**config.mk**
```make
export PLATFORM = sky130hd
export DESIGN_NAME = fetch_stage
export DESIGN_NICKNAME = d
export VERILOG_FILES = /design/src/rtl/fetch_stage.sv
export SDC_FILE = /design/constraint.sdc
export NUM_CORES = 1
export LEC_CHECK = 0
export CAP_MARGIN = 20
export CORE_MARGIN = 5
export CORE_UTILIZATION = 56
export CTS_BUF_LIST = sky130_fd_sc_hd__clkbuf_8 sky130_fd_sc_hd__clkbuf_16
export DETAILED_ROUTE_END_ITERATION = 10
export PLACE_DENSITY = 0.95
export SLEW_MARGIN = 15
export SYNTH_ARGS = -nofsm -noshare
export SYNTH_HDL_FRONTEND = slang
export SYNTH_SLANG_ARGS = --single-unit
```
**constraint.sdc**
```tcl
create_clock -name clk -period 4.82 [get_ports clk]
set_clock_uncertainty 0.05 [all_clocks]
set_input_delay 1.205 -clock clk [delete_from_list [all_inputs] [get_ports clk]]
set_output_delay 1.205 -clock clk [all_outputs]
set_load 0.02 [all_outputs]
```
**src/rtl/fetch_stage.sv**
```systemverilog
// -----------------------------------------------------------------------------
// fetch_stage
//
// Instruction fetch stage. Owns the fetch PC, issues requests to instruction
// memory over a req/ack handshake, and buffers returned words in a small
// prefetch queue. The queue head is presented to decode and the hazard unit.
// The head is held while hasHazard is high. A taken branch flushes the queue
// and redirects fetch.
//
// Parameters
//   RESET_PC : first fetch address after reset (word aligned)
//   DEPTH    : prefetch queue entries (2 or 4)
//
// Ports
//   clk           in   clock, all state on posedge
//   rst           in   synchronous reset, active high
//   hasHazard     in   hold the queue head (no pop)
//   branch_taken  in   one-cycle redirect pulse
//   branch_target in   redirect address, bits [1:0] forced to 0
//   imem_req      out  memory request
//   imem_addr     out  request address, stable while imem_req is high
//   imem_ack      in   memory completion (only meaningful while imem_req)
//   imem_rdata    in   returned instruction word, valid with imem_ack
//   IR_IF         out  queue head instruction, 0 (NOP) when empty
//   PC_IF         out  address of IR_IF, 0 when empty
//   valid_IF      out  queue non-empty
// -----------------------------------------------------------------------------
module fetch_stage #(
   parameter logic [31:0] RESET_PC = 32'h0000_0000,
   parameter int          DEPTH    = 2
) (
   input  logic        clk,
   input  logic        rst,
   input  logic        hasHazard,
   input  logic        branch_taken,
   input  logic [31:0] branch_target,
   output logic        imem_req,
   output logic [31:0] imem_addr,
   input  logic        imem_ack,
   input  logic [31:0] imem_rdata,
   output logic [31:0] IR_IF,
   output logic [31:0] PC_IF,
   output logic        valid_IF
);

   localparam int             CW      = $clog2(DEPTH + 1);
   localparam logic [CW-1:0]  DEPTH_C = CW'(DEPTH);

   typedef enum logic [1:0] {
      S_IDLE = 2'd0,
      S_REQ  = 2'd1,
      S_DROP = 2'd2
   } state_t;

   state_t                    state_q, state_d;
   logic [31:0]               fetch_pc_q, fetch_pc_d;
   // Address of a request abandoned by a redirect; kept on the bus until
   // memory acknowledges it so imem_addr stays stable while imem_req is high.
   logic [31:0]               drop_addr_q, drop_addr_d;
   logic [CW-1:0]             count_q, count_d;
   logic [DEPTH-1:0][31:0]    q_pc_q, q_pc_d;
   logic [DEPTH-1:0][31:0]    q_ir_q, q_ir_d;

   logic        pop;
   logic        push;
   logic [31:0] redirect_pc;
   logic [CW-1:0] wr_idx;

   // Masking keeps every target bit in use while forcing word alignment.
   assign redirect_pc = branch_target & 32'hFFFF_FFFC;

   // Head outputs come straight from registers; only the empty mux sits in
   // front of them, so hasHazard has no path to IR_IF/PC_IF.
   assign valid_IF = (count_q != '0);
   assign IR_IF    = valid_IF ? q_ir_q[0] : 32'h0000_0000;
   assign PC_IF    = valid_IF ? q_pc_q[0] : 32'h0000_0000;

   assign imem_req  = (state_q != S_IDLE);
   assign imem_addr = (state_q == S_DROP) ? drop_addr_q : fetch_pc_q;

   assign pop  = valid_IF && !hasHazard && !branch_taken;
   // A word returned in the redirect cycle belongs to the old path.
   assign push = (state_q == S_REQ) && imem_ack && !branch_taken;

   // Slot for the pushed word: behind whatever survives this cycle's pop.
   assign wr_idx = count_q - CW'(pop);

   // -------------------------------------------------------------------------
   // Queue next-state: shift toward the head on pop, then append on push.
   // -------------------------------------------------------------------------
   always_comb begin
      q_pc_d  = q_pc_q;
      q_ir_d  = q_ir_q;
      count_d = count_q;
      if (branch_taken) begin
         count_d = '0;
      end else begin
         if (pop) begin
            for (int i = 0; i < DEPTH - 1; i++) begin
               q_pc_d[i] = q_pc_q[i+1];
               q_ir_d[i] = q_ir_q[i+1];
            end
            q_pc_d[DEPTH-1] = 32'h0000_0000;
            q_ir_d[DEPTH-1] = 32'h0000_0000;
         end
         if (push) begin
            q_pc_d[wr_idx] = fetch_pc_q;
            q_ir_d[wr_idx] = imem_rdata;
         end
         count_d = count_q + CW'(push) - CW'(pop);
      end
   end

   // -------------------------------------------------------------------------
   // Fetch FSM next-state
   // -------------------------------------------------------------------------
   always_comb begin
      state_d     = state_q;
      fetch_pc_d  = fetch_pc_q;
      drop_addr_d = drop_addr_q;
      unique case (state_q)
         S_IDLE: begin
            if (branch_taken) begin
               fetch_pc_d = redirect_pc;
               state_d    = S_REQ;
            end else if (count_q < DEPTH_C) begin
               state_d = S_REQ;
            end
         end
         S_REQ: begin
            if (branch_taken) begin
               fetch_pc_d = redirect_pc;
               if (imem_ack) begin
                  state_d = S_REQ;
               end else begin
                  // Request still in flight: wait it out with the old address.
                  drop_addr_d = fetch_pc_q;
                  state_d     = S_DROP;
               end
            end else if (imem_ack) begin
               fetch_pc_d = fetch_pc_q + 32'd4;
               // Only keep requesting when the next word has a guaranteed slot.
               state_d    = (count_d < DEPTH_C) ? S_REQ : S_IDLE;
            end
         end
         S_DROP: begin
            if (branch_taken) begin
               fetch_pc_d = redirect_pc;
            end
            // Once the abandoned request completes there is nothing left in
            // flight, so fetch of the (latest) target can start.
            if (imem_ack) begin
               state_d = S_REQ;
            end
         end
         default: begin
            state_d = S_IDLE;
         end
      endcase
   end

   // -------------------------------------------------------------------------
   // Registers
   // -------------------------------------------------------------------------
   always_ff @(posedge clk) begin
      if (rst) begin
         state_q     <= S_IDLE;
         fetch_pc_q  <= RESET_PC;
         drop_addr_q <= RESET_PC;
         count_q     <= '0;
         q_pc_q      <= '0;
         q_ir_q      <= '0;
      end else begin
         state_q     <= state_d;
         fetch_pc_q  <= fetch_pc_d;
         drop_addr_q <= drop_addr_d;
         count_q     <= count_d;
         q_pc_q      <= q_pc_d;
         q_ir_q      <= q_ir_d;
      end
   end

endmodule
```
==> out/qor.txt <==
Placer Congestion - 0.909
Row count - 45
Post-layout minimum cycle time - 4090 ps
Final hold vios - 0
Setup Buffers After CTS - 0
Commonest cells after routing, fill and taps aside - 192 x dfxtp_1, 161 x clkdlybuf4s50_1, 107 x nor2_1
Cell chain of the critical path - nor2b_2 > buf_4 > mux2_2 > clkdlybuf4s50_1
DR vias/cell - 6.28
Startpoint Class - flop
Final Cell Area - 10,600 um2
Clk Latency, worst-skew pair - 430 ps
Top delay family on crit path - buffers and inverters
Most used DFF post-synth - dfxtp_1
Total wire length - 23,800 um
Yosys cell types - 59
Worst Path Arrival - 2840 ps
Hold Path Class - flop to flop
CP peak stage delay - 660 ps
Worst VDD drop - 0.000277 V
Critical Path Start - state_q[1]
Nets - 1,170
Gr ovfl total - 0
P per Cell Area - 327 nW/um2
Clock sinks - 192
CTS max path bufs - 2
Vias in the first global route - 7,662
Post-CTS resize count - 0
Setup crit end - imem_addr[7]
IO buf count - 162
Final hold slack - 404 ps
Max-slew violations - 0
Crit Path Class - flop to output pin
Count of final setup violators - 0
CP required - 3570 ps
Slowest-stage cell, CP - nor2b_2
Via count - 8,147
Ant. Diodes - 0
CTS H-tree lvls - 4
Detailed Place HPWL - 15,500 um
Status - finished clean
Initial DRC Count - 1,058
Largest net degree at the start of global routing - 70
Area after DPL - 10,000 um2
Layout cell share with drive strength beyond 1 - 0.0757
Mapped cell area - 8450 um2
Sequential area share after synthesis - 0.455
Power Total - 3.46 mW
Post-synth ARST share - 0
GR Util All Layers - 0.264
Slew Limit Headroom - 0.318
Initial Utilization - 0.564
Hold Buf Count CTS - 0
Final worst-path cycle share - 0.849
Setup ws final - 727 ps
Worst-margin pin slew - 1020 ps
Chip Width - 133 um
First-pass GRT wire length - 38,600 um
LEAKAGE - 3.84 nW
Total of max-cap violations - 0
Drt drc - 0
Worst path depth - 4
Most common cell after layout, fill and taps aside - dfxtp_1
Antenna viol nets, final - 0
Crit end category - output pin
TritonCTS clock tree - yes
Worst R2R Setup Slack - 2020 ps
Die area - 17,700 um2
Seq cells post-synth - 192
Bufs and invs on worst path - 2
Area growth, synth to finish - 25.4%
Dpl ws - 877 ps
R2R depth - 6
Synthesized area per cell - 8.43 um2
Worst R2R End - fetch_pc_q[24]
Synthesis Warnings - 0
RSZ-0062 raised after global routing - no
Die Ht - 133 um
IO Pins - 167
Post-synth EDFFs - 0
Final TNS setup - 0 ps
CTS Buf Count - 17
DRT Pass-1 Iters - 6
Crit-path max FO - 19
Fmax - 244 MHz
Cell at the root of the clock tree - clkbuf_16
Core Box Area - 15,000 um2
Clk pin slew, worst setup/hold paths - 70 ps
Post-synthesis cell count - 1,003
Worst reg2reg startpoint - fetch_pc_q[3]
Initial antenna violation count - 0
Avg WL per Cell - 18.3 um
-- per-layer routing --
layer / vias to the layer above / part of all wire / track usage
li1: 3782 / - / -
met1: 3802 / 0.42 / 0.356
met2: 496 / 0.46 / 0.410
met3: 67 / 0.099 / 0.0677
met4: 0 / 0.023 / 0.0964
met5: - / 0 / 0
-- per-stage QoR --
step                 util  cells
floorplan               -   1004
global route        0.708   1297
CTS                 0.707   1296
global placement    0.669   1266
detailed placement  0.669   1266
finish              0.708   1297
-- worst min-delay path by stage --
| stage | start | to | slack (ps) | cells past startpoint |
|---|---|---|---|---|
| final | drop_addr_q[22] | drop_addr_q[22] | 400 | 2 |
| after global routing | drop_addr_q[3] | drop_addr_q[3] | 420 | 2 |
| after CTS | drop_addr_q[22] | drop_addr_q[22] | 400 | 2 |
| after detailed placement | drop_addr_q[22] | drop_addr_q[22] | 400 | 2 |
| after global placement | drop_addr_q[2] | drop_addr_q[2] | 390 | 2 |
| after floorplan | drop_addr_q[10] | drop_addr_q[10] | 380 | 2 |
-- layout make-up --
type / count / area [um2]
multi-input combinational: 701 / 4160
timing repair buffer: 179 / 1760
clock inverter: 10 / 111
clock buffer: 20 / 467
fill: 1123 / 4380
tap: 188 / 235
inverter: 7 / 26.3
sequential: 192 / 3840
-- worst reg2reg max path: stages (launching register included) --
cell and delay (ps):
dfxtp_1 540, ha_1 290, nand3_1 220, or4_1 760, or4_1 570, o21ai_1 130, a211oi_1 90
-- cell families after synthesis --
kind of cell               after synthesis  share of synthesized area
AOI/OAI and AO/OA                      246                      0.199
xor gates and xnor gates                 2                    0.00207
other                                    1                   0.000444
buffers and inverters                  111                     0.0564
adders and majority gates                3                    0.00444
and+or+nand+nor                        414                      0.238
DFF                                    192                      0.455
muxes                                   34                     0.0446
-- power by group --
part	total [mW]	internal (mW)	switching [mW]
registers	1.70	1.63	0.0694
clock network	1.38	0.797	0.586
logic	0.376	0.174	0.202
-- flip-flops by register name (all words and copies together) (netlist names) --
name,flops
count_q,2
drop_addr_q,30
fetch_pc_q,30
q_ir_q,64
q_pc_q,64
state_q,2
-- Yosys cell counts, types with 11 or more instances --
| cell type | instances | area, um2 |
|---|---|---|
| a21oi_1 | 53 | 265 |
| a22o_1 | 48 | 420 |
| a22oi_1 | 14 | 105 |
| and2_1 | 67 | 419 |
| buf_2 | 18 | 90.1 |
| clkbuf_1 | 70 | 263 |
| dfxtp_1 | 192 | 3840 |
| mux2_2 | 29 | 327 |
| nand2_1 | 93 | 349 |
| nand3_1 | 13 | 65.1 |
| nor2_1 | 107 | 402 |
| nor3_1 | 77 | 385 |
| nor4_1 | 11 | 68.8 |
| o21ai_0 | 15 | 75.1 |
| o22ai_1 | 65 | 407 |
(Power assumes the default switching activity.)
